### config.mk
export PLATFORM = sky130hd
export DESIGN_NAME = mem_access_ctrl
export DESIGN_NICKNAME = d
export VERILOG_FILES = /design/src/rtl/cpu_definitions.sv /design/src/rtl/mem_beat_pack.sv /design/src/rtl/mem_access_ctrl.sv
export SDC_FILE = /design/constraint.sdc
export NUM_CORES = 1
export LEC_CHECK = 0
export ABC_CLOCK_PERIOD_IN_PS = 2400
export BUFFER_PORTS_ARGS = -buffer_cell sky130_fd_sc_hd__buf_2
export CAP_MARGIN = 20
export CORE_MARGIN = 5
export CORE_UTILIZATION = 48
export DETAILED_ROUTE_END_ITERATION = 16
export PLACE_DENSITY = 0.8
export SLEW_MARGIN = 20
export SYNTH_ARGS = -nofsm -noshare
export SYNTH_HDL_FRONTEND = slang
export SYNTH_HIERARCHICAL = 1
export SYNTH_SLANG_ARGS = --single-unit
### constraint.sdc
create_clock -name clk -period 2.4 [get_ports clk]
set_input_delay 0.12 -clock clk [delete_from_list [all_inputs] [get_ports clk]]
set_output_delay 0.12 -clock clk [all_outputs]
set_load 0.01 [all_outputs]
### src/rtl/cpu_definitions.sv
// Shared Y86-64 definitions: instruction codes, memory-stage FSM encoding and
// the access-class decode used by the memory stage.
package cpu_definitions;

    localparam logic [3:0] IRMMOVQ = 4'h4;
    localparam logic [3:0] IMRMOVQ = 4'h5;
    localparam logic [3:0] ICALL   = 4'h8;
    localparam logic [3:0] IRET    = 4'h9;
    localparam logic [3:0] IPUSHQ  = 4'hA;
    localparam logic [3:0] IPOPQ   = 4'hB;

    localparam logic [1:0] ST_IDLE = 2'd0;
    localparam logic [1:0] ST_BEAT = 2'd1;
    localparam logic [1:0] ST_DONE = 2'd2;

    typedef enum logic [1:0] {
        CLS_NONE  = 2'd0,
        CLS_READ  = 2'd1,
        CLS_WRITE = 2'd2
    } mem_class_e;

    function automatic mem_class_e icode_class(input logic [3:0] icode);
        case (icode)
            IRMMOVQ, IPUSHQ, ICALL: return CLS_WRITE;
            IMRMOVQ, IPOPQ, IRET:   return CLS_READ;
            default:                return CLS_NONE;
        endcase
    endfunction

    // Stack pops/returns address through valA; everything else through valE.
    function automatic logic base_is_vale(input logic [3:0] icode);
        return (icode == IRMMOVQ) || (icode == IPUSHQ) ||
               (icode == ICALL)   || (icode == IMRMOVQ);
    endfunction

endpackage

### src/rtl/mem_beat_pack.sv
// Beat counter plus the write-slice and read-assembly shift registers that
// split one DATA_W word into DATA_W/BUS_W little-endian bus beats.
module mem_beat_pack #(
    parameter int DATA_W = 64,
    parameter int BUS_W  = 16,
    parameter int KW     = 2
) (
    input  logic              clk,
    input  logic              rst_n,
    input  logic              load_i,
    input  logic [DATA_W-1:0] wdata_i,
    input  logic              beat_i,
    input  logic [BUS_W-1:0]  rdata_i,
    output logic [KW-1:0]     k_o,
    output logic              last_o,
    output logic [BUS_W-1:0]  wslice_o,
    output logic [DATA_W-1:0] rasm_o
);

    localparam int N = DATA_W / BUS_W;

    logic [KW-1:0]     k_q, k_d;
    logic [DATA_W-1:0] wsh_q, wsh_d;
    logic [DATA_W-1:0] rsh_q, rsh_d;
    logic [DATA_W-1:0] rasm;

    assign last_o   = (k_q == KW'(N - 1));
    assign k_o      = k_q;
    assign wslice_o = wsh_q[BUS_W-1:0];
    assign rasm_o   = rasm;

    // Each read beat enters at the top so beat 0 ends up in the low bits.
    assign rasm = (rsh_q >> BUS_W) | (DATA_W'(rdata_i) << (DATA_W - BUS_W));

    always_comb begin
        k_d   = k_q;
        wsh_d = wsh_q;
        rsh_d = rsh_q;
        if (load_i) begin
            k_d   = '0;
            wsh_d = wdata_i;
            rsh_d = '0;
        end else if (beat_i) begin
            k_d   = last_o ? '0 : k_q + KW'(1);
            wsh_d = wsh_q >> BUS_W;
            rsh_d = rasm;
        end
    end

    always_ff @(posedge clk or negedge rst_n) begin
        if (!rst_n) begin
            k_q <= '0;
        end else begin
            k_q <= k_d;
        end
    end

    always_ff @(posedge clk) begin
        wsh_q <= wsh_d;
        rsh_q <= rsh_d;
    end

endmodule

### src/rtl/mem_access_ctrl.sv
// Y86-64 memory-stage controller: runs one DATA_W access as N bus beats.
// Optional misalignment fault is enabled by defining MEM_ALIGN_CHECK_EN.
module mem_access_ctrl
    import cpu_definitions::*;
#(
    parameter int ADDR_W = 64,
    parameter int DATA_W = 64,
    parameter int BUS_W  = 16
) (
    input  logic              clk,
    input  logic              rst_n,
    input  logic              start,
    input  logic [3:0]        icode,
    input  logic [ADDR_W-1:0] valE,
    input  logic [DATA_W-1:0] valA,
    input  logic [DATA_W-1:0] valP,
    output logic              busy,
    output logic              done,
    output logic [DATA_W-1:0] valM,
    output logic              dmem_error,
    output logic              mem_req,
    output logic              mem_we,
    output logic [ADDR_W-1:0] mem_addr,
    output logic [BUS_W-1:0]  mem_wdata,
    input  logic              mem_ack,
    input  logic [BUS_W-1:0]  mem_rdata
);

    localparam int N  = DATA_W / BUS_W;
    localparam int KW = (N > 1) ? $clog2(N) : 1;

    if ((BUS_W != 8 && BUS_W != 16 && BUS_W != 32 && BUS_W != 64) ||
        (DATA_W % BUS_W) != 0) begin : g_bad_bus
        $error("mem_access_ctrl: BUS_W must be 8/16/32/64 and divide DATA_W");
    end

    logic [1:0]        state_q, state_d;
    logic [ADDR_W-1:0] base_q, base_d;
    logic              wr_q, wr_d;
    logic              rd_q, rd_d;
    logic [DATA_W-1:0] valm_q, valm_d;
    logic              load;
    logic              beat_fire;

    mem_class_e        cls;
    logic [ADDR_W-1:0] start_base;
    logic [DATA_W-1:0] start_wdata;

    logic [KW-1:0]     k;
    logic              last;
    logic [BUS_W-1:0]  wslice;
    logic [DATA_W-1:0] rasm;

    assign cls         = icode_class(icode);
    assign start_base  = base_is_vale(icode) ? valE : valA[ADDR_W-1:0];
    assign start_wdata = (icode == ICALL) ? valP : valA;
    // mem_ack is only honoured while a beat is actually being requested.
    assign beat_fire   = (state_q == ST_BEAT) && mem_ack;

`ifdef MEM_ALIGN_CHECK_EN
    logic err_q, err_d;
    logic misaligned;
    assign misaligned = (start_base & ADDR_W'(DATA_W / 8 - 1)) != '0;
    assign dmem_error = err_q;
`else
    assign dmem_error = 1'b0;
`endif

    always_comb begin
        state_d = state_q;
        base_d  = base_q;
        wr_d    = wr_q;
        rd_d    = rd_q;
        valm_d  = valm_q;
        load    = 1'b0;
`ifdef MEM_ALIGN_CHECK_EN
        err_d   = err_q;
`endif
        case (state_q)
            ST_IDLE: begin
                if (start) begin
                    base_d = start_base;
                    wr_d   = (cls == CLS_WRITE);
                    rd_d   = (cls == CLS_READ);
`ifdef MEM_ALIGN_CHECK_EN
                    err_d  = 1'b0;
`endif
                    if (cls == CLS_NONE) begin
                        state_d = ST_DONE;
                    end
`ifdef MEM_ALIGN_CHECK_EN
                    else if (misaligned) begin
                        state_d = ST_DONE;
                        err_d   = 1'b1;
                    end
`endif
                    else begin
                        state_d = ST_BEAT;
                        load    = 1'b1;
                    end
                end
            end
            ST_BEAT: begin
                if (beat_fire && last) begin
                    state_d = ST_DONE;
                    if (rd_q) valm_d = rasm;
                end
            end
            ST_DONE: state_d = ST_IDLE;
            default: state_d = ST_IDLE;
        endcase
    end

    always_ff @(posedge clk or negedge rst_n) begin
        if (!rst_n) begin
            state_q <= ST_IDLE;
            wr_q    <= 1'b0;
            rd_q    <= 1'b0;
            valm_q  <= '0;
`ifdef MEM_ALIGN_CHECK_EN
            err_q   <= 1'b0;
`endif
        end else begin
            state_q <= state_d;
            wr_q    <= wr_d;
            rd_q    <= rd_d;
            valm_q  <= valm_d;
`ifdef MEM_ALIGN_CHECK_EN
            err_q   <= err_d;
`endif
        end
    end

    always_ff @(posedge clk) begin
        base_q <= base_d;
    end

    mem_beat_pack #(
        .DATA_W (DATA_W),
        .BUS_W  (BUS_W),
        .KW     (KW)
    ) u_beat_pack (
        .clk      (clk),
        .rst_n    (rst_n),
        .load_i   (load),
        .wdata_i  (start_wdata),
        .beat_i   (beat_fire),
        .rdata_i  (mem_rdata),
        .k_o      (k),
        .last_o   (last),
        .wslice_o (wslice),
        .rasm_o   (rasm)
    );

    assign busy      = (state_q != ST_IDLE);
    assign done      = (state_q == ST_DONE);
    assign valM      = valm_q;
    assign mem_req   = (state_q == ST_BEAT);
    assign mem_we    = mem_req && wr_q;
    assign mem_addr  = mem_req ? base_q + ADDR_W'(k) * ADDR_W'(BUS_W / 8) : '0;
    assign mem_wdata = mem_req ? wslice : '0;

endmodule

Word-level counts from Yosys, hierarchy flattened
Cells that the tools add are included.

storage, ports and cells
  register bits = 262
  input port bits = 216
  output and inout bits = 149
  logic and storage cells = 56

cells by class
  $add $sub $neg = 2
  eq/ne operators = 13
  mux-type cells = 17
  bitwise logic cells = 1
  reduce and logical (&&, ||, !) cells = 15

operators by type and width
  kind                                                                     number
  64-bit two-way mux                                                       5
  64-bit by 3-bit adder with 64-bit output                                 1
  48-bit by 64-bit OR with 64-bit output                                   1
  4-bit == test, second input constant                                     4
  16-bit two-way mux                                                       1
  2-bit two-way mux                                                        6
  4-bit by 3-bit == test with 1-bit output, second input constant          2
  2-bit case mux with 2 select lines                                       2
  2-bit == test, second input constant                                     3
  3-bit OR reduction                                                       2
  2-bit by 1-bit == test with 1-bit output, second input constant          2
  2-bit zero test                                                          2
  2-bit AND reduction                                                      2
  2-bit nonzero test                                                       2
  1-bit logical AND                                                        3
  1-bit logical OR                                                         3
  1-bit two-way mux                                                        3
  3-bit AND reduction                                                      1
  2-bit by 1-bit adder with 2-bit output, second input constant            1
  2-bit by 1-bit inequality test with 1-bit output, second input constant  1
  2-bit inequality test, second input constant                             1

Logic depth before layout (Yosys ltp)
  depth in word-level cells = 8
  mapped depth = 8
  mapped depth without buffers = 7

Cells and area by module
Netlist, hierarchy kept.

modules (own cells, without submodules)
  module           times used  cells each  area each (um^2)  seq. area each (um^2)
  mem_access_ctrl  1           663         7757.4            3623.5
  mem_beat_pack    1           331         4953.5            2932.8

Worst setup path before layout
Ideal clock, no wire load.

  kind = register to output
  start point = reg base_q[2]
  end point = out mem_addr[52]
  arrival time = 2.327 ns
  required time = 2.280 ns
  path slack = -0.047 ns
  cell stages (with the launch flop) = 7
  buffers on the path = 0
  path through = edfxtp_1 ha_1 a21oi_1 nor4_4 nand2_1 or4_1 a21oi_1

on the way
  longest elaborated chain between the ends = 2

RTL lines
  what                                      RTL line                RTL
  start, declared                           mem_access_ctrl.sv:38   logic [ADDR_W-1:0] base_q, base_d;
  start signal, assigned                    mem_access_ctrl.sv:135  base_q <= base_d;
  64-bit by 3-bit adder with 64-bit output  mem_access_ctrl.sv:160  assign mem_addr = mem_req ? base_q + ADDR_W'(k) * ADDR_W'(BUS_W / 8) : '0;
  64-bit two-way mux                        mem_access_ctrl.sv:160
  end, declared                             mem_access_ctrl.sv:23   output logic [ADDR_W-1:0] mem_addr,

No other way between the ends.

Worst setup path in the final report
  start point = reg u_beat_pack.k_q[0], in the netlist u_beat_pack/k_o[0]
  end point = out mem_addr[61]

on the way
  longest elaborated chain between the ends = 2

RTL lines
  what                                      RTL line                RTL
  start, declared                           mem_beat_pack.sv:22     logic [KW-1:0] k_q, k_d;
  start signal, assigned                    mem_beat_pack.sv:54     k_q <= k_d;
  64-bit by 3-bit adder with 64-bit output  mem_access_ctrl.sv:160
  64-bit two-way mux                        mem_access_ctrl.sv:160

No other way between the ends.

==> flow_summary.json <==
{
  "status": "finished with violations",
  "failed_checks": "negative setup slack",
  "numPortBuffers": 363,
  "min_period_ps": 2890,
  "rr_worst_depth": 5,
  "routed.top_layer": "met4",
  "async_flop_share_pct": 28.5,
  "slew_headroom_pct": 41.0,
  "rsz0062_at_grt": "yes",
  "met3_length_mm": 2.41,
  "die_y_um": 173,
  "wl_per_cell_um": 21.2,
  "layout-drive-gt1-share_pct": 51.1,
  "whs_path_depth": 3,
  "synth_nets": 1214,
  "yosys-top-cells-area": "edfxtp_1 (30%), mux2_2 (17%), dfrtp_1 (14%)",
  "synthFlopType": "edfxtp_1",
  "tightest_slew_ps": 885,
  "drtIter0Drc": 590,
  "hpwl_mm": 27.3,
  "grt_first_pass_wirelength_mm": 61.7,
  "yosysMostFrequentCell": "mux2_2",
  "ir_worst_vdd_uv": 575,
  "leakage_uw": 0.00797,
  "intPower_uw": 10300,
  "rows": 59,
  "fin_tns_setup_ps": -17030,
  "synth.distinct_cells": 48,
  "combPwrFrac_pct": 31.4,
  "finalPower_uw": 14900,
  "ys_warn_count": 6,
  "ios": 365,
  "die_w_um": 173,
  "seq_area_um2": 6560,
  "die_area_um2": 29800,
  "synth_edf_count": 128,
  "cts_inserted_buffers": 26,
  "slew_viol_final": 0,
  "p_seq_share_pct": 41.8,
  "crit_chain": "ha_4, fa_2, nand4_1, nor4_2, buf_4, nand4_1, buf_6, or4_4, a21oi_1, buf_2",
  "routed_wl_mm": 40.5,
  "yosysSeqAreaShare_pct": 51.6,
  "setup_slack_ps": -489,
  "gp_congestion": 0.902,
  "start_util_pct": 48.8,
  "timing.rr.start": "state_q[0]",
  "crit_fanout": 8,
  "arrival_ps": 2770,
  "via_per_inst": 5.47,
  "path_clk_slew_ps": 60,
  "cts.sinks": 246,
  "clk_latency_ps": 520,
  "fillers": 1750,
  "clock_power_share_pct": 26.9,
  "hp-class": "in -> reg",
  "fin_crit_sh_pct": 120,
  "dr.pass1.iters": 5,
  "final_area_um2": 18000,
  "critPathSlowestCell": "or4_4",
  "wl_met1_mm": 15.6,
  "r2r_setup_slack_ps": 250,
  "overflow": 0,
  "cap_violations": 0,
  "multi_input_area_um2": 5830,
  "p_switching_uw": 4660,
  "cts_root_buffer": "clkbuf_16",
  "worstSetupPathType": "reg -> out",
  "timing.rr.end": "u_beat_pack/wsh_q[5]",
  "max_freq_ghz": 0.346,
  "htreeDepth": 1,
  "p_per_area_nw_per_um2": 831,
  "grt_pass1_vias": 11076,
  "clockBufferDepth": 3,
  "hold_violations": 0,
  "drc_errors": 0,
  "yosys.area.top_type": "edfxtp_1",
  "nets": 1771,
  "area_delta_synth_final_pct": 41.3,
  "finalClockSkew_ps": 9.83,
  "cp.required_ps": 2280,
  "crit_path_start": "u_beat_pack/k_o[0]",
  "met2_length_mm": 20.0,
  "grt_max_degree": 65,
  "grtUsageTotal_pct": 25.4,
  "synthCells": 994,
  "synth_common_cells": "mux2_2 (188), edfxtp_1 (128), nor2_1 (91)",
  "cp_common_cell": "nand4_1",
  "slowest_delay_ps": 400,
  "core_area_um2": 26100,
  "vias": 10439,
  "critPathLaunchType": "flop",
  "setup_viol": 54,
  "placed_area_um2": 15000,
  "synth_top_area_share_pct": 30.2,
  "post-route-util_pct": 68.9,
  "avgSynthCellArea_um2": 12.8,
  "cts_tree": "yes",
  "crit_path_end_kind": "primary output",
  "syn_area_um2": 12700,
  "antenna_found_initial": 1,
  "drtAntennaViolNets": 0,
  "p_sw_share_pct": 31.2,
  "endpoint": "mem_addr[61]",
  "ys_ff_latch": 246
}
layout by cell type (no fill, tap or decap), types with 8 or more instances in the layout:
cell type,count
buf_2,360
mux2_2,188
dlygate4sd3_1,149
edfxtp_1,128
nor2_1,89
buf_4,82
dfrtp_1,70
mux2i_1,50
mux2_4,48
dfxtp_1,48
and2_1,39
clkbuf_16,27
nand2_1,26
xor2_1,23
a21oi_1,22
nand4_1,21
o21ai_0,14
nand3_1,13
or3_1,13
o31ai_1,12
buf_12,11
buf_6,10
nand3_2,8
and3_1,8
repair_timing:
action / 4_1_cts / 5_1_grt
endpoints found under the setup margin: 57 / 56
hold endpoints to repair: 129 / 0
setup buffers: 20 / 11
cloned: 1 / 0
resized for setup: 44 / 31
hold buffers: 149 / 0
pin swaps: 35 / 12
registers in the layout (all words and copies together), names as in the netlist:
name / flops
base_q: 64
u_beat_pack/wsh_q: 64
valM: 64
u_beat_pack/rsh_q: 48
state_q: 2
u_beat_pack/k_o: 2
rd_q: 1
wr_q: 1
stage by stage:
stage	setup slack, ps	cells	hold slack (ps)
finish	-489	1907	27.5
global route	-574	1907	21.7
CTS	-510	1897	1.46
detailed placement	-107	1680	229
global placement	-55.4	1680	222
floorplan	22.0	994	-176
worst min-delay path by stage:
stage | from | to | slack, ps
final | valP[60] | u_beat_pack/wsh_q[60] | 30
after floorplan | rst_n | rd_q | -180
after detailed placement | rst_n | valM[6] | 230
after global placement | rst_n | valM[22] | 220
after CTS | valP[60] | u_beat_pack/wsh_q[60] | 1
after global routing | valP[49] | u_beat_pack/wsh_q[49] | 20
final cells by class:
class                   instances  area share [%]
clock buffers                  31            3.85
inverters                       9           0.188
clock inverters                17           0.933
well taps                     335            2.33
diodes                          1          0.0139
flip-flops and latches        246            36.5
multi-input cells             655            32.5
repair buffers                613            23.7
logic make-up after synthesis:
| logic type | Yosys count | share of synthesized area (%) |
|---|---|---|
| simple gates | 264 | 11.0 |
| flops | 246 | 51.6 |
| compound gates | 61 | 2.76 |
| xor+xnor | 34 | 2.34 |
| mux | 290 | 26.6 |
| fa+ha+maj | 4 | 0.453 |
| buf+inv | 94 | 5.26 |
| other cells | 1 | 0.0295 |
critical path, delay by kind of cell, from the launching register on:
family	cells	cell delay, ps
compound gates	1	140
fa+ha+maj	2	370
buf+inv	3	520
flops	1	390
simple gates	4	820
power groups by stage:
stage	clock, uW	combinational, uW	sequential, uW
after global routing	4280	5010	6340
after CTS	4100	4570	6210
after floorplan	0	2540	6220
after global placement	0	4090	6220
after detailed placement	0	4180	6280
final	4010	4680	6240
routing by layer:
layer | track usage, % | vias up
met5 | 0 | -
met4 | 12.3 | 0
met3 | 4.43 | 161
met2 | 44.0 | 490
met1 | 30.8 | 5077
li1 | - | 4711
No activity file was read; power rests on OpenSTA's default activity.
